===== src/rtl/range_pkg.sv =====
// Shared types for the range alarm: FSM state encoding and event codes
// reported to the host.
package range_pkg;

  typedef enum logic [1:0] {
    IDLE   = 2'd0,
    NORMAL = 2'd1,
    ALARM  = 2'd2
  } state_t;

  localparam logic [1:0] EVT_RAISE = 2'b01;
  localparam logic [1:0] EVT_CLEAR = 2'b10;

endpackage


===== src/rtl/range_alarm_evt_slot.sv =====
// Single-entry valid/ready event holding register with a saturating count
// of events lost while the entry was occupied and not being accepted.
module evt_slot #(
  parameter int WIDTH = 32,
  parameter int CNT_W = 8
) (
  input  logic             clk,
  input  logic             rst,
  input  logic             load,
  input  logic [1:0]       load_code,
  input  logic [WIDTH-1:0] load_span,
  input  logic             ready,
  output logic             valid,
  output logic [1:0]       code,
  output logic [WIDTH-1:0] span,
  output logic [CNT_W-1:0] drop_cnt
);

  function automatic logic [CNT_W-1:0] sat_inc(input logic [CNT_W-1:0] v);
    return (v == {CNT_W{1'b1}}) ? v : v + 1'b1;
  endfunction

  // Room for a new event when empty or when the current one leaves this edge.
  logic room;
  assign room = !valid || ready;

  always_ff @(posedge clk or negedge rst) begin
    if (!rst) begin
      valid    <= 1'b0;
      code     <= '0;
      span     <= '0;
      drop_cnt <= '0;
    end else begin
      if (load && room) begin
        valid <= 1'b1;
        code  <= load_code;
        span  <= load_span;
      end else if (load) begin
        drop_cnt <= sat_inc(drop_cnt);
      end else if (valid && ready) begin
        valid <= 1'b0;
      end
    end
  end

endmodule


===== src/rtl/range_alarm.sv =====
// Debounced over-range alarm with hysteresis on the span of a max/min
// tracker; records peak span while alarmed and posts raise/clear events.
module range_alarm
  import range_pkg::*;
#(
  parameter int WIDTH    = 32,
  parameter int DEBOUNCE = 4,
  parameter int CNT_W    = 8
) (
  input  logic             clk,
  input  logic             rst,
  input  logic [WIDTH-1:0] max,
  input  logic [WIDTH-1:0] min,
  input  logic             in_valid,
  input  logic [WIDTH-1:0] thr_hi,
  input  logic [WIDTH-1:0] thr_lo,
  output logic [WIDTH-1:0] span,
  output logic             alarm,
  output logic [WIDTH-1:0] peak,
  output logic             evt_valid,
  input  logic             evt_ready,
  output logic [1:0]       evt_code,
  output logic [WIDTH-1:0] evt_span,
  output logic [CNT_W-1:0] drop_cnt
);

  localparam logic [7:0] DEB = 8'(DEBOUNCE);

  function automatic logic [WIDTH-1:0] larger(input logic [WIDTH-1:0] a,
                                              input logic [WIDTH-1:0] b);
    return (a > b) ? a : b;
  endfunction

  state_t           state, state_nx;
  logic [7:0]       hit_cnt, hit_nx;
  logic             alarm_nx;
  logic [WIDTH-1:0] peak_nx;
  logic [WIDTH-1:0] span_now;
  logic             post;
  logic [1:0]       post_code;
  logic             in_alarm;
  logic             qual;

  // Inverted inputs (tracker not yet seeded) read as zero span.
  assign span_now = (max >= min) ? max - min : '0;

  always_comb begin
    state_nx  = state;
    hit_nx    = hit_cnt;
    alarm_nx  = alarm;
    peak_nx   = peak;
    post      = 1'b0;
    post_code = EVT_RAISE;
    in_alarm  = (state == ALARM);
    qual      = in_alarm ? (span_now < thr_lo) : (span_now > thr_hi);
    if (in_valid) begin
      if (state == IDLE) state_nx = NORMAL;
      if (in_alarm) peak_nx = larger(peak, span_now);
      if (!qual) begin
        hit_nx = '0;
      end else if (hit_cnt + 8'd1 == DEB) begin
        hit_nx = '0;
        post   = 1'b1;
        if (in_alarm) begin
          state_nx  = NORMAL;
          alarm_nx  = 1'b0;
          post_code = EVT_CLEAR;
        end else begin
          state_nx = ALARM;
          alarm_nx = 1'b1;
          peak_nx  = span_now;
        end
      end else begin
        hit_nx = hit_cnt + 8'd1;
      end
    end
  end

  always_ff @(posedge clk or negedge rst) begin
    if (!rst) begin
      state   <= IDLE;
      hit_cnt <= '0;
      alarm   <= 1'b0;
      peak    <= '0;
      span    <= '0;
    end else begin
      state   <= state_nx;
      hit_cnt <= hit_nx;
      alarm   <= alarm_nx;
      peak    <= peak_nx;
      if (in_valid) span <= span_now;
    end
  end

  evt_slot #(
    .WIDTH (WIDTH),
    .CNT_W (CNT_W)
  ) u_evt_slot (
    .clk       (clk),
    .rst       (rst),
    .load      (post),
    .load_code (post_code),
    .load_span (span_now),
    .ready     (evt_ready),
    .valid     (evt_valid),
    .code      (evt_code),
    .span      (evt_span),
    .drop_cnt  (drop_cnt)
  );

endmodule


===== config.mk =====
export PLATFORM = sky130hd
export DESIGN_NAME = range_alarm
export DESIGN_NICKNAME = d
export VERILOG_FILES = /design/src/rtl/range_pkg.sv /design/src/rtl/range_alarm_evt_slot.sv /design/src/rtl/range_alarm.sv
export SDC_FILE = /design/constraint.sdc
export NUM_CORES = 1
export LEC_CHECK = 0
export ABC_CLOCK_PERIOD_IN_PS = 3200
export BUFFER_PORTS_ARGS = -buffer_cell sky130_fd_sc_hd__buf_4
export CAP_MARGIN = 20
export CORE_ASPECT_RATIO = 1.75
export CORE_MARGIN = 4
export CORE_UTILIZATION = 50
export DETAILED_ROUTE_END_ITERATION = 16
export PLACE_DENSITY = 0.76
export SYNTH_ARGS = -nofsm -noshare
export SYNTH_HDL_FRONTEND = slang
export SYNTH_SLANG_ARGS = --single-unit

===== constraint.sdc =====
create_clock -name clk -period 3.2 [get_ports clk]
set_input_delay 0 -clock clk [delete_from_list [all_inputs] [get_ports clk]]
set_output_delay 0 -clock clk [all_outputs]
set_load 0.05 [all_outputs]

==> results.ini, run 1 <==
[status]
status=finished with violations
failed_checks=setup timing

[drt]
post-route-drc-count=0
drt_wl_total_um=40090
vias_per_cell=6.090
ant_nets=0
first_iter_violations=795
wl_per_cell_um=23.64
drtPass1Iterations=5
vias=10328

[clock_tree]
htree_levels=4
clk_pin_slew_ns=0.06
cts_buffers=17
cts_tree=built
cts_max_path_buffers=2
clkSinkCount=118
cts_root_buf=clkbuf_16
insertion_delay_ns=0.44

[hold_path]
worstHoldEndpoint=u_evt_slot.valid$_DFFE_PN0P_
hp-class=in2reg
hold_start=evt_ready
whs_path_depth=3

[logic_synthesis]
synth_top_area_share=0.3167
synth_flop_cell=dfrtp_1
yosysTopAreaCell=dfrtp_1
postSynthCellCount=972
synthArstFlopShare=1.000
synth_area_leaders=dfrtp_1 32%, ha_1 17%, mux2_2 7.7%
synth_edf_count=0
yosysUniqueCellTypes=74
yosysWarnings=0
synth_nets=1234
synth_area_um2=9325
ys_seq_elements=118
avgSynthCellArea_um2=9.594
yosysSeqAreaShare=0.3167

[placed_design]
gp_congestion=0.9619
post-place-ws_ns=-1.748
io_buffer_count=239
dp_hpwl_um=25220

[worst_setup_path]
path_delay_family=compound AO/OA/AOI/OAI gates
endpoint_kind=flip-flop
critical_path_class=in2reg
rr_endpoint=peak[8]$_DFFE_PN0P_
reg2reg_from=peak[9]$_DFFE_PN0P_
required_ns=3.51
worst-path-buf-inv=12
slowest_stage=fa_2
crit_path_max_fanout=6
reg2reg_depth=12
cp_slowest_stage_delay_ns=0.34
cp-start-kind=input port
crit_path_frequent_cell=buf_6
cp.arrival_ns=4.83
r2r_slack_ns=0.23

[flow_run]
drv_cap=0

[final_layout]
area_delta_synth_final_pct=60.63
finalNetCount=1710
layout-drive-gt1-share=0.5106
post-route-util=0.8223
layout_commonest_cell=buf_4
final_cell_mix=445 x buf_4, 138 x inv_1, 118 x dfrtp_1

[die]
rows=65
io_pins=240
fp.dieArea_um2=20990
die_h_um=188.7
die_w_um=111.2
initial_core_util=0.5119
core_area_um2=18220

[sta]
slew_headroom=0.3501
clock.fmax_mhz=221.0
worst_slew_pin_slew_ns=0.9748
setup_ws_ns=-1.325
period_needed_ns=4.525
setup_viol=86
finalSetupTns_ns=-103.27
min_period_over_period=1.414
fin_worst_skew_ns=0.01172
drv_slew=0
hold_viol=0
rsz0062_at_grt=yes

[global_routing]
overflow=0
grt_max_degree=70
antenna_found_initial=1
first_global_vias=11016
grt_pass1_wl_um=57330
grt_usage=0.3483

[pwr]
p_per_area_nw_per_um2=716.2
ir_drop_uv=599.7
p_leak_nw=8.005

==> worst max path at each step <==
stage / from / end / slack (ns) / cells past startpoint
floorplan: min[12] / u_evt_slot.span[10]$_DFFE_PN0P_ / -1.09 / 22
global placement: max[1] / u_evt_slot.span[19]$_DFFE_PN0P_ / -1.62 / 21
detailed placement: max[1] / u_evt_slot.span[13]$_DFFE_PN0P_ / -1.75 / 21
global route: max[0] / peak[0]$_DFFE_PN0P_ / -1.40 / 29
finish: max[0] / hit_cnt[5]$_DFFE_PN0P_ / -1.33 / 30
CTS: max[0] / peak[19]$_DFFE_PN0P_ / -1.0 / 29
==> logic make-up after synthesis <==
| family | share of synthesized area |
|---|---|
| buf+inv | 0.07259 |
| simple gates | 0.1229 |
| xor+xnor | 0.02912 |
| fa+ha+maj | 0.1752 |
| flops | 0.3167 |
| compound gates | 0.1518 |
| mux | 0.1318 |
==> worst min-delay path, stage by stage <==
cell and delay [ns]:
buf_4 0.07, nand2b_1 0.24, o31ai_2 0.10
==> final cells by class <==
class                           count  area (um^2)
Clock inverter                     15        201.4
Antenna cell                        1        2.502
Inverter                          146        565.5
Fill cell                         988         3238
Clock buffer                       17        425.4
Timing Repair Buffer              481         3825
Tap cell                          234        292.8
Multi-Input combinational cell    684         6714
Sequential cell                   118         2953
==> flip-flops by register name, summed over array words and instances, names as in the netlist <==
register / cells
u_evt_slot.valid: 1
state: 2
span: 32
u_evt_slot.code: 2
peak: 32
u_evt_slot.span: 32
hit_cnt: 8
u_evt_slot.drop_cnt: 8
alarm: 1
==> through the flow <==
step | instance area, um^2 | hold slack (ns) | std cells | total power, mW
2_1_floorplan | 9668 | -0.2956 | 972 | 5.353
3_3_place_gp | 13120 | 0.1804 | 1615 | 7.143
3_5_place_dp | 13120 | 0.1911 | 1615 | 7.286
4_1_cts | 14720 | 0.002781 | 1687 | 10.03
5_1_grt | 14980 | 0.03067 | 1696 | 11.04
6_report | 14980 | 0.01962 | 1696 | 10.73
==> metal layers <==
metal  global-route usage  vias to the layer above  wire length [um]
li1                     -                     4399                 -
met1               0.3421                     4868             12700
met2               0.6295                      722             19810
met3              0.06844                      339              3245
met4               0.2721                        0              4335
met5                    0                        -                 0
==> synth_stat cells (4+ instances only) <==
master,number
a211o_1,4
a211oi_1,10
a21o_1,28
a21oi_1,46
a22o_1,5
a31oi_1,5
and3_1,20
buf_2,7
buf_6,4
clkbuf_1,13
dfrtp_1,118
ha_1,129
inv_1,145
mux2_2,64
mux2_4,29
mux2i_1,5
nand2_1,39
nand2b_1,7
nand3_1,19
nand4_1,24
nor2_1,52
nor2b_1,13
nor3_1,14
nor4_1,4
o211ai_1,6
o21a_1,7
o21ai_0,42
o21ai_1,8
o21bai_1,8
xnor2_1,18
xor2_1,13
==> report_power, final <==
group	internal, mW	total, mW	leakage (nW)	switching [mW]
Combinational	2.78	6.37	6.15	3.60
Clock	1.31	2.11	0.288	0.808
Sequential	1.87	2.24	1.57	0.369
Total	5.96	10.7	8.00	4.77
==> repair_timing <==
action,in CTS,in global routing
setup buffers,38,14
gates resized for setup,127,60
endpoints found under the hold margin,74,0
setup endpoints to repair,86,86
gates cloned,3,1
hold buffers,2,0
pin swaps,19,41
No activity file was read; power rests on OpenSTA's default activity.
==> inputs of run 2 (changes only) <==
--- a/config.mk
+++ b/config.mk
@@ -10,9 +10,9 @@
 export CAP_MARGIN = 20
 export CORE_ASPECT_RATIO = 1.75
 export CORE_MARGIN = 4
-export CORE_UTILIZATION = 50
+export CORE_UTILIZATION = 49
 export DETAILED_ROUTE_END_ITERATION = 16
-export PLACE_DENSITY = 0.76
+export PLACE_DENSITY = 0.83
 export SYNTH_ARGS = -nofsm -noshare
 export SYNTH_HDL_FRONTEND = slang
 export SYNTH_SLANG_ARGS = --single-unit
==> run 2 against run 1 <==
Effect of this change: global-route usage up 4.2 points; clock power shrank 8%; final cell count grew 1.2%; sequential share of layout area decreased by 0.52 points; critical path type unchanged; highest routed layer unchanged; die area increased by 1.9%; critical endpoint is now peak[31]$_DFFE_PN0P_; combinational power rose by 7.2%; flip-flop and latch count unchanged; the flow still finishes with violations (setup timing); setup slack got worse by 0.38 ns; wire length grew 15%.
==> results.ini, run 2 (same netlist as run 1, synthesis figures left out) <==
[placed_design]
io_buffer_count=239
post-place-ws_ns=-1.741
dp_hpwl_um=25760
placed_cells=1622
gp_congestion=0.9142

[sta]
slew_headroom=0.4339
setup_viol=86
period_needed_ns=4.907
worst_slew_pin_slew_ns=0.8491
min_period_over_period=1.534
clock.fmax_mhz=203.8
holdWs_ns=0.03678
drv_slew=0
hold_viol=0
finalSetupTns_ns=-128.83
setup_ws_ns=-1.707
rsz0062_at_grt=yes
fin_worst_skew_ns=0.01432

[global_routing]
grtUsageMet3=0.09654
met2_usage=0.6679
top_usage_layer=met2
grt_max_degree=61
grt_use_met1=0.4030
grt_usage=0.3902
overflow=0
first_global_vias=11490
grt_pass1_wl_um=64270
antenna_found_initial=1

[final_layout]
final-instance-count-excl-fill=1717
final_cell_mix=452 x buf_4, 137 x inv_1, 118 x dfrtp_1
layout-drive-gt1-share=0.5311
finalNetCount=1728
n_fill_cell=930
layout_commonest_cell=buf_4
multi_input_area_um2=6930
area_delta_synth_final_pct=64.98
top_regs=peak (32), span (32), u_evt_slot.span (32)
register_area_um2=2953

[worst_setup_path]
worst-path-buf-inv=7
critical_path_class=in2reg
required_ns=3.51
worst-path-stages=25
cp_slowest_stage_delay_ns=0.39
cp-start-kind=input port
endpoint_kind=flip-flop
reg2reg_from=hit_cnt[0]$_DFFE_PN0P_
startpoint=max[0]
crit_path_max_fanout=7
reg2reg_depth=11
slowest_stage=fa_2
rr_endpoint=u_evt_slot.drop_cnt[6]$_DFFE_PN0P_
path_delay_family=compound AO/OA/AOI/OAI gates
r2r_slack_ns=-0.20
cp.arrival_ns=5.22
cp-endpoint=peak[31]$_DFFE_PN0P_

[drt]
ant_nets=0
first_iter_violations=1230
drtPass1Iterations=6
drt_wl_total_um=46200
vias_per_cell=6.315
wl_per_cell_um=26.91
post-route-drc-count=0
vias=10843

[clock_tree]
cts_root_buf=clkbuf_16
cts_tree=built
insertion_delay_ns=0.44
htree_levels=4
clk_pin_slew_ns=0.06
clkSinkCount=118
cts_max_path_buffers=2
cts_buffers=17

[die]
core_area_um2=18660
initial_core_util=0.4997
die_w_um=112.3
fp.dieArea_um2=21390
io_pins=240
rows=66
die_h_um=190.5

[pwr]
p_leak_nw=8.134
total_power_mw=11.08
p_per_area_nw_per_um2=720.4
ir_drop_uv=639.6

[flow_run]
drv_cap=0

[hold_path]
hold_start=in_valid
hp-class=in2reg

[status]
failed_checks=setup timing
status=finished with violations

## run 2: area by class of cell
class / count / area share
antenna: 1 / 0.0001627
clock buffer: 22 / 0.03017
clock inverter: 9 / 0.006669
inverter: 146 / 0.03692
multi-input combinational: 684 / 0.4505
sequential: 118 / 0.1919
tap: 238 / 0.01936
timing repair buffer: 499 / 0.2643
## run 2: routing by layer
metal	vias to the layer above	wire length, um
li1	4414	-
met1	5090	15030
met2	941	22080
met3	398	4504
met4	0	4583
met5	-	0
## run 2: per-stage QoR
step | area (um^2) | util
floorplan | 9668 | -
global placement | 13150 | 0.7045
detailed placement | 13150 | 0.7045
CTS | 14980 | 0.8028
global route | 15380 | 0.8244
finish | 15380 | 0.8244
## run 2: power by group
group	switching, mW	internal (mW)
clock network	0.777	1.18
registers	0.423	1.87
logic	3.90	2.93
## run 2: how the worst min path moves through the flow
stage               cells past startpoint  slack [ns]                               to
detailed placement                      1        0.14  u_evt_slot.span[24]$_DFFE_PN0P_
finish                                  3        0.04           hit_cnt[1]$_DFFE_PN0P_
global placement                        1        0.12  u_evt_slot.span[28]$_DFFE_PN0P_
global route                            3        0.05           hit_cnt[1]$_DFFE_PN0P_
CTS                                     3        0.03           hit_cnt[4]$_DFFE_PN0P_
floorplan                               0       -0.30                alarm$_DFFE_PN0P_
## run 2: what timing repair did
action | CTS | global route
hold buffers | 1 | 0
cloned | 4 | 0
gates resized for setup | 172 | 55
setup endpoints to repair | 86 | 86
pin swaps | 53 | 30
buffers inserted | 50 | 16
hold endpoints to repair | 59 | 0
## run 2: tightest hold or removal path, stage by stage
cell and delay (ns):
buf_4 0.22, nand3_1 0.14, o2bb2ai_2 0.06
